[src/rtl/mips_cpu_regfile_wb_arbiter_pkg.sv]
// Shared types and constants for the register-file writeback arbiter.
// Provides load opcodes, the writeback request record and a register one-hot helper.
package mips_cpu_pkg;

    localparam logic [5:0] OP_LB  = 6'b100000;
    localparam logic [5:0] OP_LBU = 6'b100100;
    localparam logic [5:0] OP_LH  = 6'b100001;
    localparam logic [5:0] OP_LHU = 6'b100101;
    localparam logic [5:0] OP_LWL = 6'b100010;
    localparam logic [5:0] OP_LWR = 6'b100110;

    // "reg" is a keyword, so the destination field is named wreg
    typedef struct packed {
        logic [4:0]  wreg;
        logic [31:0] data;
        logic [5:0]  opcode;
        logic [1:0]  vaddr;
    } wb_req_t;

    function automatic logic [31:0] reg_onehot(input logic [4:0] r);
        return 32'd1 << r;
    endfunction

endpackage

[src/rtl/mips_cpu_regfile_wb_arbiter_if.sv]
// Bundle of ALU writeback, load issue/response, hazard query and register-file write signals.
// master = pipeline side driving requests, slave = the arbiter.
interface mips_cpu_regfile_wb_arbiter_if;
    logic        alu_wb_valid;
    logic [4:0]  alu_wb_reg;
    logic [31:0] alu_wb_data;
    logic [5:0]  alu_wb_opcode;
    logic        alu_wb_ready;
    logic        ld_issue_valid;
    logic [4:0]  ld_issue_reg;
    logic        ld_rsp_valid;
    logic        ld_rsp_ready;
    logic [4:0]  ld_rsp_reg;
    logic [31:0] ld_rsp_data;
    logic [5:0]  ld_rsp_opcode;
    logic [1:0]  ld_rsp_vaddr;
    logic [4:0]  rd_reg1;
    logic [4:0]  rd_reg2;
    logic [4:0]  chk_wreg;
    logic        hazard_stall;
    logic        rf_regwrite;
    logic [4:0]  rf_writereg;
    logic [31:0] rf_writedata;
    logic [5:0]  rf_opcode;
    logic [1:0]  rf_vaddr;

    modport master (
        output alu_wb_valid, alu_wb_reg, alu_wb_data, alu_wb_opcode,
        output ld_issue_valid, ld_issue_reg,
        output ld_rsp_valid, ld_rsp_reg, ld_rsp_data, ld_rsp_opcode, ld_rsp_vaddr,
        output rd_reg1, rd_reg2, chk_wreg,
        input  alu_wb_ready, ld_rsp_ready, hazard_stall,
        input  rf_regwrite, rf_writereg, rf_writedata, rf_opcode, rf_vaddr
    );

    modport slave (
        input  alu_wb_valid, alu_wb_reg, alu_wb_data, alu_wb_opcode,
        input  ld_issue_valid, ld_issue_reg,
        input  ld_rsp_valid, ld_rsp_reg, ld_rsp_data, ld_rsp_opcode, ld_rsp_vaddr,
        input  rd_reg1, rd_reg2, chk_wreg,
        output alu_wb_ready, ld_rsp_ready, hazard_stall,
        output rf_regwrite, rf_writereg, rf_writedata, rf_opcode, rf_vaddr
    );
endinterface

[src/rtl/mips_cpu_regfile_wb_arbiter_fifo.sv]
// Synchronous FIFO of writeback requests with full/empty flags (DEPTH must be a power of two).
// Pushes while full and pops while empty are ignored.
module mips_cpu_wb_fifo
    import mips_cpu_pkg::*;
#(
    parameter int DEPTH = 2
) (
    input  logic    clk,
    input  logic    rst_n,
    input  logic    i_push,
    input  wb_req_t i_data,
    input  logic    i_pop,
    output wb_req_t o_head,
    output logic    o_full,
    output logic    o_empty
);
    localparam int AW = (DEPTH > 1) ? $clog2(DEPTH) : 1;

    wb_req_t        r_mem [DEPTH];
    logic [AW-1:0]  r_wr_ptr;
    logic [AW-1:0]  r_rd_ptr;
    logic [AW:0]    r_count;
    logic           w_push;
    logic           w_pop;

    assign o_full  = (r_count == (AW+1)'(DEPTH));
    assign o_empty = (r_count == (AW+1)'(0));
    assign w_push  = i_push && !o_full;
    assign w_pop   = i_pop && !o_empty;
    assign o_head  = r_mem[r_rd_ptr];

    // Pointer and occupancy tracking; pointers wrap naturally at the power-of-two depth
    always_ff @(posedge clk or negedge rst_n) begin
        if (!rst_n) begin
            r_wr_ptr <= '0;
            r_rd_ptr <= '0;
            r_count  <= '0;
        end else begin
            if (w_push) r_wr_ptr <= r_wr_ptr + AW'(1);
            if (w_pop)  r_rd_ptr <= r_rd_ptr + AW'(1);
            case ({w_push, w_pop})
                2'b10:   r_count <= r_count + (AW+1)'(1);
                2'b01:   r_count <= r_count - (AW+1)'(1);
                default: r_count <= r_count;
            endcase
        end
    end

    // Entry storage
    always_ff @(posedge clk) begin
        if (w_push) r_mem[r_wr_ptr] <= i_data;
    end

endmodule

[src/rtl/mips_cpu_regfile_wb_arbiter.sv]
// Arbitrates the register-file write port between ALU writeback and queued load responses,
// and tracks pending loads for RAW/WAW stalls. Optional counters: define REGFILE_WB_STATS_EN.
module mips_cpu_regfile_wb_arbiter
    import mips_cpu_pkg::*;
#(
    parameter int LOAD_Q_DEPTH = 2,
    parameter int MAX_WAIT     = 3
) (
    input  logic                          clk,
    input  logic                          rst,
    mips_cpu_regfile_wb_arbiter_if.slave  wb
`ifdef REGFILE_WB_STATS_EN
    ,
    output logic [31:0]                   stat_alu_wr,
    output logic [31:0]                   stat_ld_wr,
    output logic [31:0]                   stat_stall
`endif
);
    localparam int SW = (MAX_WAIT > 0) ? $clog2(MAX_WAIT + 1) : 1;
    localparam logic [SW-1:0] STARVE_MAX = SW'(MAX_WAIT);

    wb_req_t      w_push_data;
    wb_req_t      w_head;
    logic         w_fifo_full;
    logic         w_fifo_empty;
    logic         w_grant_ld;
    logic         w_grant_alu;
    logic         w_issue_match;
    logic [31:0]  w_pending_next;
    logic [SW-1:0] r_starve;
    logic [31:0]  r_pending;
    logic         r_regwrite;
    logic [4:0]   r_writereg;
    logic [31:0]  r_writedata;
    logic [5:0]   r_opcode;
    logic [1:0]   r_vaddr;

    assign w_push_data.wreg   = wb.ld_rsp_reg;
    assign w_push_data.data   = wb.ld_rsp_data;
    assign w_push_data.opcode = wb.ld_rsp_opcode;
    assign w_push_data.vaddr  = wb.ld_rsp_vaddr;

    mips_cpu_wb_fifo #(
        .DEPTH (LOAD_Q_DEPTH)
    ) u_fifo (
        .clk     (clk),
        .rst_n   (rst),
        .i_push  (wb.ld_rsp_valid),
        .i_data  (w_push_data),
        .i_pop   (w_grant_ld),
        .o_head  (w_head),
        .o_full  (w_fifo_full),
        .o_empty (w_fifo_empty)
    );

    // Load wins when the ALU is idle, the queue is full, or the head has waited MAX_WAIT cycles
    always_comb begin
        w_grant_ld  = 1'b0;
        w_grant_alu = 1'b0;
        if (!w_fifo_empty) begin
            w_grant_ld = !wb.alu_wb_valid || w_fifo_full || (r_starve == STARVE_MAX);
        end else begin
            w_grant_ld = 1'b0;
        end
        w_grant_alu = wb.alu_wb_valid && !w_grant_ld;
    end

    assign wb.alu_wb_ready = !w_grant_ld;
    assign wb.ld_rsp_ready = !w_fifo_full;

    // Starvation counter for the FIFO head
    always_ff @(posedge clk or negedge rst) begin
        if (!rst) begin
            r_starve <= '0;
        end else if (w_grant_ld || w_fifo_empty) begin
            r_starve <= '0;
        end else if (w_grant_alu && (r_starve != STARVE_MAX)) begin
            r_starve <= r_starve + SW'(1);
        end
    end

    // Registered write port; fields hold when nothing is granted
    always_ff @(posedge clk or negedge rst) begin
        if (!rst) begin
            r_regwrite  <= 1'b0;
            r_writereg  <= 5'd0;
            r_writedata <= 32'd0;
            r_opcode    <= 6'd0;
            r_vaddr     <= 2'd0;
        end else if (w_grant_ld) begin
            r_regwrite  <= 1'b1;
            r_writereg  <= w_head.wreg;
            r_writedata <= w_head.data;
            r_opcode    <= w_head.opcode;
            r_vaddr     <= w_head.vaddr;
        end else if (w_grant_alu) begin
            r_regwrite  <= 1'b1;
            r_writereg  <= wb.alu_wb_reg;
            r_writedata <= wb.alu_wb_data;
            r_opcode    <= wb.alu_wb_opcode;
            r_vaddr     <= 2'd0;
        end else begin
            r_regwrite  <= 1'b0;
        end
    end

    assign wb.rf_regwrite  = r_regwrite;
    assign wb.rf_writereg  = r_writereg;
    assign wb.rf_writedata = r_writedata;
    assign wb.rf_opcode    = r_opcode;
    assign wb.rf_vaddr     = r_vaddr;

    // Set is applied after clear so a same-cycle reissue keeps the register pending
    always_comb begin
        w_pending_next = (r_pending & ~(w_grant_ld ? reg_onehot(w_head.wreg) : 32'd0))
                       | (wb.ld_issue_valid ? reg_onehot(wb.ld_issue_reg) : 32'd0);
        w_pending_next[0] = 1'b0;
    end

    // Pending-load scoreboard
    always_ff @(posedge clk or negedge rst) begin
        if (!rst) begin
            r_pending <= 32'd0;
        end else begin
            r_pending <= w_pending_next;
        end
    end

    assign w_issue_match = wb.ld_issue_valid && (wb.ld_issue_reg != 5'd0) &&
                           ((wb.ld_issue_reg == wb.rd_reg1) ||
                            (wb.ld_issue_reg == wb.rd_reg2) ||
                            (wb.ld_issue_reg == wb.chk_wreg));

    assign wb.hazard_stall = r_pending[wb.rd_reg1] | r_pending[wb.rd_reg2] |
                             r_pending[wb.chk_wreg] | w_issue_match;

`ifdef REGFILE_WB_STATS_EN
    // Free-running activity counters
    always_ff @(posedge clk or negedge rst) begin
        if (!rst) begin
            stat_alu_wr <= 32'd0;
            stat_ld_wr  <= 32'd0;
            stat_stall  <= 32'd0;
        end else begin
            if (w_grant_alu)     stat_alu_wr <= stat_alu_wr + 32'd1;
            if (w_grant_ld)      stat_ld_wr  <= stat_ld_wr + 32'd1;
            if (wb.hazard_stall) stat_stall  <= stat_stall + 32'd1;
        end
    end
`endif

endmodule

[src/flat_wrapper.sv]
// flat-port wrapper written by rule: the top's interface ports become plain ports
module mips_cpu_regfile_wb_arbiter_flat import mips_cpu_pkg::*;
#(
    parameter int LOAD_Q_DEPTH = 2,
    parameter int MAX_WAIT     = 3
)
  (clk, rst, wb_alu_wb_valid, wb_alu_wb_reg, wb_alu_wb_data, wb_alu_wb_opcode, wb_ld_issue_valid, wb_ld_issue_reg, wb_ld_rsp_valid, wb_ld_rsp_reg, wb_ld_rsp_data, wb_ld_rsp_opcode, wb_ld_rsp_vaddr, wb_rd_reg1, wb_rd_reg2, wb_chk_wreg, wb_alu_wb_ready, wb_ld_rsp_ready, wb_hazard_stall, wb_rf_regwrite, wb_rf_writereg, wb_rf_writedata, wb_rf_opcode, wb_rf_vaddr);
  mips_cpu_regfile_wb_arbiter_if wb_i ();
  input  logic clk;
  input  logic rst;
  input wire logic [$bits(wb_i.alu_wb_valid)-1:0] wb_alu_wb_valid;
  input wire logic [$bits(wb_i.alu_wb_reg)-1:0] wb_alu_wb_reg;
  input wire logic [$bits(wb_i.alu_wb_data)-1:0] wb_alu_wb_data;
  input wire logic [$bits(wb_i.alu_wb_opcode)-1:0] wb_alu_wb_opcode;
  input wire logic [$bits(wb_i.ld_issue_valid)-1:0] wb_ld_issue_valid;
  input wire logic [$bits(wb_i.ld_issue_reg)-1:0] wb_ld_issue_reg;
  input wire logic [$bits(wb_i.ld_rsp_valid)-1:0] wb_ld_rsp_valid;
  input wire logic [$bits(wb_i.ld_rsp_reg)-1:0] wb_ld_rsp_reg;
  input wire logic [$bits(wb_i.ld_rsp_data)-1:0] wb_ld_rsp_data;
  input wire logic [$bits(wb_i.ld_rsp_opcode)-1:0] wb_ld_rsp_opcode;
  input wire logic [$bits(wb_i.ld_rsp_vaddr)-1:0] wb_ld_rsp_vaddr;
  input wire logic [$bits(wb_i.rd_reg1)-1:0] wb_rd_reg1;
  input wire logic [$bits(wb_i.rd_reg2)-1:0] wb_rd_reg2;
  input wire logic [$bits(wb_i.chk_wreg)-1:0] wb_chk_wreg;
  output wire logic [$bits(wb_i.alu_wb_ready)-1:0] wb_alu_wb_ready;
  output wire logic [$bits(wb_i.ld_rsp_ready)-1:0] wb_ld_rsp_ready;
  output wire logic [$bits(wb_i.hazard_stall)-1:0] wb_hazard_stall;
  output wire logic [$bits(wb_i.rf_regwrite)-1:0] wb_rf_regwrite;
  output wire logic [$bits(wb_i.rf_writereg)-1:0] wb_rf_writereg;
  output wire logic [$bits(wb_i.rf_writedata)-1:0] wb_rf_writedata;
  output wire logic [$bits(wb_i.rf_opcode)-1:0] wb_rf_opcode;
  output wire logic [$bits(wb_i.rf_vaddr)-1:0] wb_rf_vaddr;
  assign wb_i.alu_wb_valid = wb_alu_wb_valid;
  assign wb_i.alu_wb_reg = wb_alu_wb_reg;
  assign wb_i.alu_wb_data = wb_alu_wb_data;
  assign wb_i.alu_wb_opcode = wb_alu_wb_opcode;
  assign wb_i.ld_issue_valid = wb_ld_issue_valid;
  assign wb_i.ld_issue_reg = wb_ld_issue_reg;
  assign wb_i.ld_rsp_valid = wb_ld_rsp_valid;
  assign wb_i.ld_rsp_reg = wb_ld_rsp_reg;
  assign wb_i.ld_rsp_data = wb_ld_rsp_data;
  assign wb_i.ld_rsp_opcode = wb_ld_rsp_opcode;
  assign wb_i.ld_rsp_vaddr = wb_ld_rsp_vaddr;
  assign wb_i.rd_reg1 = wb_rd_reg1;
  assign wb_i.rd_reg2 = wb_rd_reg2;
  assign wb_i.chk_wreg = wb_chk_wreg;
  assign wb_alu_wb_ready = wb_i.alu_wb_ready;
  assign wb_ld_rsp_ready = wb_i.ld_rsp_ready;
  assign wb_hazard_stall = wb_i.hazard_stall;
  assign wb_rf_regwrite = wb_i.rf_regwrite;
  assign wb_rf_writereg = wb_i.rf_writereg;
  assign wb_rf_writedata = wb_i.rf_writedata;
  assign wb_rf_opcode = wb_i.rf_opcode;
  assign wb_rf_vaddr = wb_i.rf_vaddr;
  mips_cpu_regfile_wb_arbiter #(.LOAD_Q_DEPTH(LOAD_Q_DEPTH), .MAX_WAIT(MAX_WAIT)) u_core (.clk(clk), .rst(rst), .wb(wb_i));
endmodule
[config.mk]
export PLATFORM = sky130hd
export DESIGN_NAME = mips_cpu_regfile_wb_arbiter_flat
export DESIGN_NICKNAME = d
export VERILOG_FILES = /design/src/rtl/mips_cpu_regfile_wb_arbiter_pkg.sv /design/src/rtl/mips_cpu_regfile_wb_arbiter_if.sv /design/src/rtl/mips_cpu_regfile_wb_arbiter_fifo.sv /design/src/rtl/mips_cpu_regfile_wb_arbiter.sv /design/src/flat_wrapper.sv
export SDC_FILE = /design/constraint.sdc
export NUM_CORES = 1
export LEC_CHECK = 0
export ABC_AREA = 0
export CAP_MARGIN = 30
export CORE_MARGIN = 2
export CORE_UTILIZATION = 53
export CTS_BUF_LIST = sky130_fd_sc_hd__clkbuf_4
export DETAILED_ROUTE_END_ITERATION = 10
export GPL_ROUTABILITY_DRIVEN = 0
export GPL_TIMING_DRIVEN = 0
export PLACE_DENSITY_LB_ADDON = 0.1
export SYNTH_ARGS = -nofsm -noshare
export SYNTH_HDL_FRONTEND = slang
export SYNTH_SLANG_ARGS = --single-unit
[constraint.sdc]
create_clock -name clk -period 3.9 [get_ports clk]
set_input_delay 0.78 -clock clk [delete_from_list [all_inputs] [get_ports clk]]
set_output_delay 0.78 -clock clk [all_outputs]
set_load 0.02 [all_outputs]
Word-level counts from Yosys, hierarchy flattened

Memories as Yosys holds them, arrays and structs flattened.
Index checks and enable logic that the tools add are counted.

Memories: 1
Logic and storage cells: 79
Memory bits (writable): 90
Bits of input ports: 113
Flip-flop bits (word level): 83
Output and inout port bits: 49

Memory list:

| name                | depth | bits a word | read ports | clocked after memory_dff | wr ports | RTL line                               | source |
|---|---|---|---|---|---|---|---|
| u_core.u_fifo.r_mem | 2     | 45          | 1          | 0                        | 1        | mips_cpu_regfile_wb_arbiter_fifo.sv:19 | `wb_req_t r_mem [DEPTH];` |

Equality and inequality tests: 8
Muxes and demuxes: 24
Shift-type cells: 2
Add/sub/neg operators: 5
Order comparisons: 3
Reduce and logical (&&, ||, !) cells: 20
Bitwise logic cells: 6

Operators with widths:

| cell                 | count |
|---|---|
| $mux 32              | 4 |
| $shl 1x5->32 const A | 2 |
| $and 32x32->32       | 1 |
| $not 32->32          | 1 |
| $or 32x32->32        | 1 |
| $lt 5x6->1 const B   | 3 |
| $bmux 1 s5           | 3 |
| $eq 5x5->1           | 3 |
| $mux 6               | 2 |
| $mux 5               | 2 |
| $mux 1               | 8 |
| $mux 2               | 4 |
| $eq 2x2->1 const B   | 3 |
| $logic_and 1x1->1    | 6 |
| $reduce_bool 2->1    | 3 |
| $logic_or 1x1->1     | 5 |
| $reduce_bool 5->1    | 1 |
| $add 2x1->2 const B  | 2 |
| $logic_not 1->1      | 4 |
| $pmux 2 s2           | 1 |
| $or 1x1->1           | 3 |
| $add 1x1->1 const B  | 2 |
| $eq 2x1->1 const B   | 1 |
| $logic_not 2->1      | 1 |
| other kinds (2)      | 2 |

Longest topological paths before layout

Depth in word-level cells: 9
Gate-level depth with buffers: 8
Depth with buffers taken out: 7

By module

A second synthesis with hierarchy kept.

Cell total of the unflattened synthesis: 614
Area total of the unflattened synthesis: 8209.1 µm²

By module, submodules not included:

| module                      | area each (µm²) | cells each | sequential area each (µm²) | instances |
|---|---|---|---|---|
| mips_cpu_regfile_wb_arbiter | 4565.6          | 456        | 1976.9                     | 1 |
| mips_cpu_wb_fifo            | 3643.5          | 158        | 2802.7                     | 1 |

Least setup slack after synthesis

Ideal clock, no wire load.

Path kind: input to register
Start: input port wb_ld_rsp_valid
End: memory u_core.u_fifo.r_mem[0][0] (netlist name), enable pin
Path slack: 0.679 ns
Stages: 2
Setup time: 0.448 ns
Arrival: 2.773 ns
Path buffers: 0
Required time: 3.452 ns
Cell sequence: nand2_1 -> nor2_1

Word-level cells in the longest chain between the ends: 3

RTL lines:

| item                         | RTL line                               | source |
|---|---|---|
| start: declaration           | flat_wrapper.sv:17                     | `input wire logic [$bits(wb_i.ld_rsp_valid)-1:0] wb_ld_rsp_valid;` |
| $logic_and 1x1->1            | mips_cpu_regfile_wb_arbiter_fifo.sv:28 | `assign w_push = i_push && !o_full;` |
| $mux 1                       | mips_cpu_regfile_wb_arbiter_fifo.sv:51 | `if (w_push) r_mem[r_wr_ptr] <= i_data;` |
| $mux 1 (not written as such) | mips_cpu_regfile_wb_arbiter_fifo.sv:51 |  |
| end: declaration             | mips_cpu_regfile_wb_arbiter_fifo.sv:19 |  |

No other way between the ends.

Worst setup path after layout

Start: input port wb_chk_wreg[1]
End: output port wb_hazard_stall

Word-level cells in the longest chain between the ends: 4
Elaborated cells between the ends (all ways): 7
Those cells by class: eq/ne: 1; mux: 2; bitwise: 2; reduce/logical: 2

RTL lines:

| item                                                             | RTL line                                                               | source |
|---|---|---|
| start: declaration                                               | flat_wrapper.sv:24                                                     | `input wire logic [$bits(wb_i.chk_wreg)-1:0] wb_chk_wreg;` |
| $bmux 1 s5 or $eq 5x5->1 (tied branches)                         | mips_cpu_regfile_wb_arbiter.sv:135, mips_cpu_regfile_wb_arbiter.sv:132 |  |
| $mux 1 (not written as such) or $logic_or 1x1->1 (tied branches) | mips_cpu_regfile_wb_arbiter.sv:135, mips_cpu_regfile_wb_arbiter.sv:131 |  |
| $or 1x1->1 or $logic_and 1x1->1 (tied branches)                  | mips_cpu_regfile_wb_arbiter.sv:134, mips_cpu_regfile_wb_arbiter.sv:129 |  |
| $or 1x1->1 (*)                                                   | mips_cpu_regfile_wb_arbiter.sv:135                                     | `r_pending[wb.chk_wreg] \| w_issue_match;` |
| end: declaration                                                 | flat_wrapper.sv:27                                                     | `output wire logic [$bits(wb_i.hazard_stall)-1:0] wb_hazard_stall;` |

Every way passes the cells marked *; elsewhere a longest branch is shown, timed or not. The select of a mux whose other input is x is not followed.

==> results.py <==
metrics = {
    "global_route": {
        "grt_pass1_wl_mm": 29.74,
        "grt_pass1_vias": 5822,
        "grt_max_degree": 66,
        "met1_usage_pct": 31.40,
        "top_usage_layer": "met2",
        "antenna_found_initial": 0,
        "grt_usage_pct": 24.29,
        "grtUsageMet3_pct": 6.932,
        "met2_usage_pct": 40.35,
        "overflow": 0,
    },
    "floorplanning": {
        "initial_core_util_pct": 53.96,
        "pin_count": 162,
        "die_h_um": 125.4,
        "core_area_um2": 14480,
        "dieArea_um2": 15730,
        "row_count": 44,
        "die_w_um": 125.4,
    },
    "sta": {
        "fin_crit_sh_pct": 93.35,
        "final.setup_skew_ns": 0.01403,
        "tns_ns": 0,
        "max_slew_margin_pct": 52.94,
        "drv_slew": 0,
        "setup-violations-final": 0,
        "hold_violations": 0,
        "rsz0062_at_grt": "no",
        "hold_slack_ns": 0.08358,
        "tightestPinTransition_ns": 0.7005,
        "fin_crit_ns": 3.641,
        "fmax_mhz": 274.7,
    },
    "power_and_ir_drop": {
        "clock_power_share_pct": 14.1,
        "comb_power_share_pct": 43.5,
        "p_int_mw": 4.358,
        "p_switching_mw": 2.680,
        "p_total_mw": 7.038,
        "sequentialPowerShare_pct": 42.4,
        "vdd_drop_max_uv": 468.8,
        "power.density_nw_per_um2": 713.7,
        "leakage_nw": 3.749,
        "switching_share_pct": 38.08,
    },
    "critical_path": {
        "cp_max_fo": 7,
        "r2r_end": "u_core.wb.rf_writedata[30]",
        "timing.rr.start": "u_core.r_starve[0]",
        "crit_end": "wb_hazard_stall",
        "crit_path_start_kind": "input pin",
        "endpoint_kind": "output pin",
        "worst-endpoint-required_ns": 3.12,
        "regToRegSetupSlack_ns": 1.78,
        "critPathLaunch": "wb_chk_wreg[1]",
        "critPathKind": "in -> out",
        "r2r_cells": 8,
        "cp.arrival_ns": 2.86,
    },
    "yosys": {
        "syn_area_per_cell_um2": 12.40,
        "postSynth.asyncResetShare_pct": 47.98,
        "synth_nets": 745,
        "synth-main-ff-cell": "edfxtp_1",
        "ys_seq_area_share_pct": 61.18,
        "synthDistinctLibCells": 41,
        "synthCells": 630,
        "synth_warnings": 0,
        "synth-seq-cells": 173,
        "netlist_area_um2": 7812,
        "synth_edf_count": 90,
    },
    "drt": {
        "totalWireLength_mm": 18.84,
        "drtPass1Iterations": 5,
        "wl_per_cell_um": 18.92,
        "drc": 0,
        "num_vias": 5774,
        "postRouteAntennaNets": 0,
        "via_per_inst": 5.797,
        "drtIter0Drc": 373,
    },
    "clock_network": {
        "cts_buffer_depth": 2,
        "cts_root_buffer": "clkbuf_4",
        "hold_buffers": 0,
        "cts_buffers": 17,
        "worst_setup_hold_path_clk_slew_ns": 0.14,
        "cts_tree": "done",
        "insertion_delay_ns": 0.56,
        "cts_sinks": 173,
        "cts_max_level": 4,
    },
    "min_path": {
        "hold_class": "in -> async",
    },
    "layout": {
        "final-seq-area_um2": 4780,
        "multi_input_area_um2": 2838,
        "antennaDiodeCount": 0,
        "final_common_cell": "clkdlybuf4s50_1",
        "area_growth_pct": 26.23,
        "drive_gt1_share_pct": 8.621,
        "final_util_pct": 68.11,
        "layout_common_cells": "145 x clkdlybuf4s50_1, 104 x o21ai_0, 90 x edfxtp_1",
        "fill_cells": 1108,
        "finalNetCount": 914,
    },
    "job": {
        "cap_violations": 0,
    },
    "run_status": {
        "status": "complete, no violations",
    },
    "placed_design": {
        "place_hpwl_mm": 13.75,
        "port_buffers": 147,
    },
}
metrics by stage:
stage / area (um^2) / worst slack [ns] / instances
global placement: 9514 / -0.8752 / 961
global route: 9862 / 0.08581 / 996
floorplan: 7812 / 0.6789 / 630
CTS: 9859 / 0.01690 / 996
detailed placement: 9588 / -0.03670 / 964
finish: 9862 / 0.2593 / 996
synthesized netlist by cell type, drive strengths merged (5+ instances only):
master    n  area, um^2
xnor2    13       113.9
inv       5       18.76
edfxtp   90        2703
nand2    59       221.5
a21oi    39       195.2
mux4     21       514.3
mux2i    56       560.5
o21ai   104       520.5
nor2b     6       37.54
buf      16       101.4
nand3    14       70.07
xor2      7       61.31
clkbuf   23       86.33
dfrtp    83        2077
nor2     45       168.9
nand2b    7       43.79
nor3      6       30.03
timing repair:
item | CTS | global route
gates cloned | 0 | 0
setup endpoints to repair | 1 | 1
setup buffers | 0 | 0
gates resized for setup | 1 | 1
power by group through the flow:
stage          registers (mW)  clock network, mW  logic (mW)
4_1_cts                  2.98               1.01        3.08
2_1_floorplan            3.21                  0        1.60
6_report                 2.99              0.992        3.06
3_3_place_gp             3.00                  0        2.93
5_1_grt                  3.06               1.09        3.32
3_5_place_dp             3.02                  0        3.06
sequential cells by signal (all words and copies together), names as in the netlist, 2 cells and up:
name                    flops
u_core.wb.rf_writedata     32
u_core.r_pending           31
u_core.wb.rf_vaddr          2
u_core.wb.rf_writereg       5
u_core.u_fifo.r_count       2
u_core.r_starve             2
u_core.u_fifo.r_mem        90
u_core.wb.rf_opcode         6
cell type report:
| cell class | count | share of cell area, % |
|---|---|---|
| Clock inverter | 12 | 1.205 |
| Buffer | 39 | 1.903 |
| Multi-Input combinational cell | 413 | 28.77 |
| Sequential cell | 173 | 48.46 |
| Clock buffer | 20 | 1.522 |
| Timing Repair Buffer | 150 | 15.61 |
| Tap cell | 184 | 2.334 |
| Inverter | 5 | 0.1903 |
worst min path at each step:
stage | from | depth (start not counted) | slack (ns) | end
floorplan | u_core.r_starve[0] | 1 | 0.41 | u_core.r_starve[0]
global placement | u_core.r_starve[0] | 1 | 0.42 | u_core.r_starve[0]
detailed placement | u_core.r_starve[0] | 1 | 0.43 | u_core.r_starve[0]
CTS | rst | 1 | 0.05 | u_core.wb.rf_writedata[13]
global route | rst | 1 | 0.05 | u_core.wb.rf_writedata[12]
finish | rst | 1 | 0.08 | u_core.wb.rf_writedata[8]
critical path, stage by stage:
cell and delay (ns):
clkbuf_1 0.41, mux4_2 0.58, o21ai_0 0.16, o22ai_1 0.09
nor4_1 0.16, nand4_1 0.11, clkdlybuf4s50_1 0.56
cell families after synthesis:
| group | share of synthesized area [%] |
|---|---|
| buf+inv | 2.642 |
| compound gates | 10.49 |
| mux | 14.33 |
| simple gates | 8.793 |
| fa+ha+maj | 0.3203 |
| xor+xnor | 2.242 |
| flops | 61.18 |
per-layer routing:
layer  vias to the layer above  routed length (um)
li1                       2663                   -
met1                      2828                7805
met2                       251                9364
met3                        32                1378
met4                         0                 293
met5                         -                   0
Note: power is estimated with default switching activity, not from simulation.
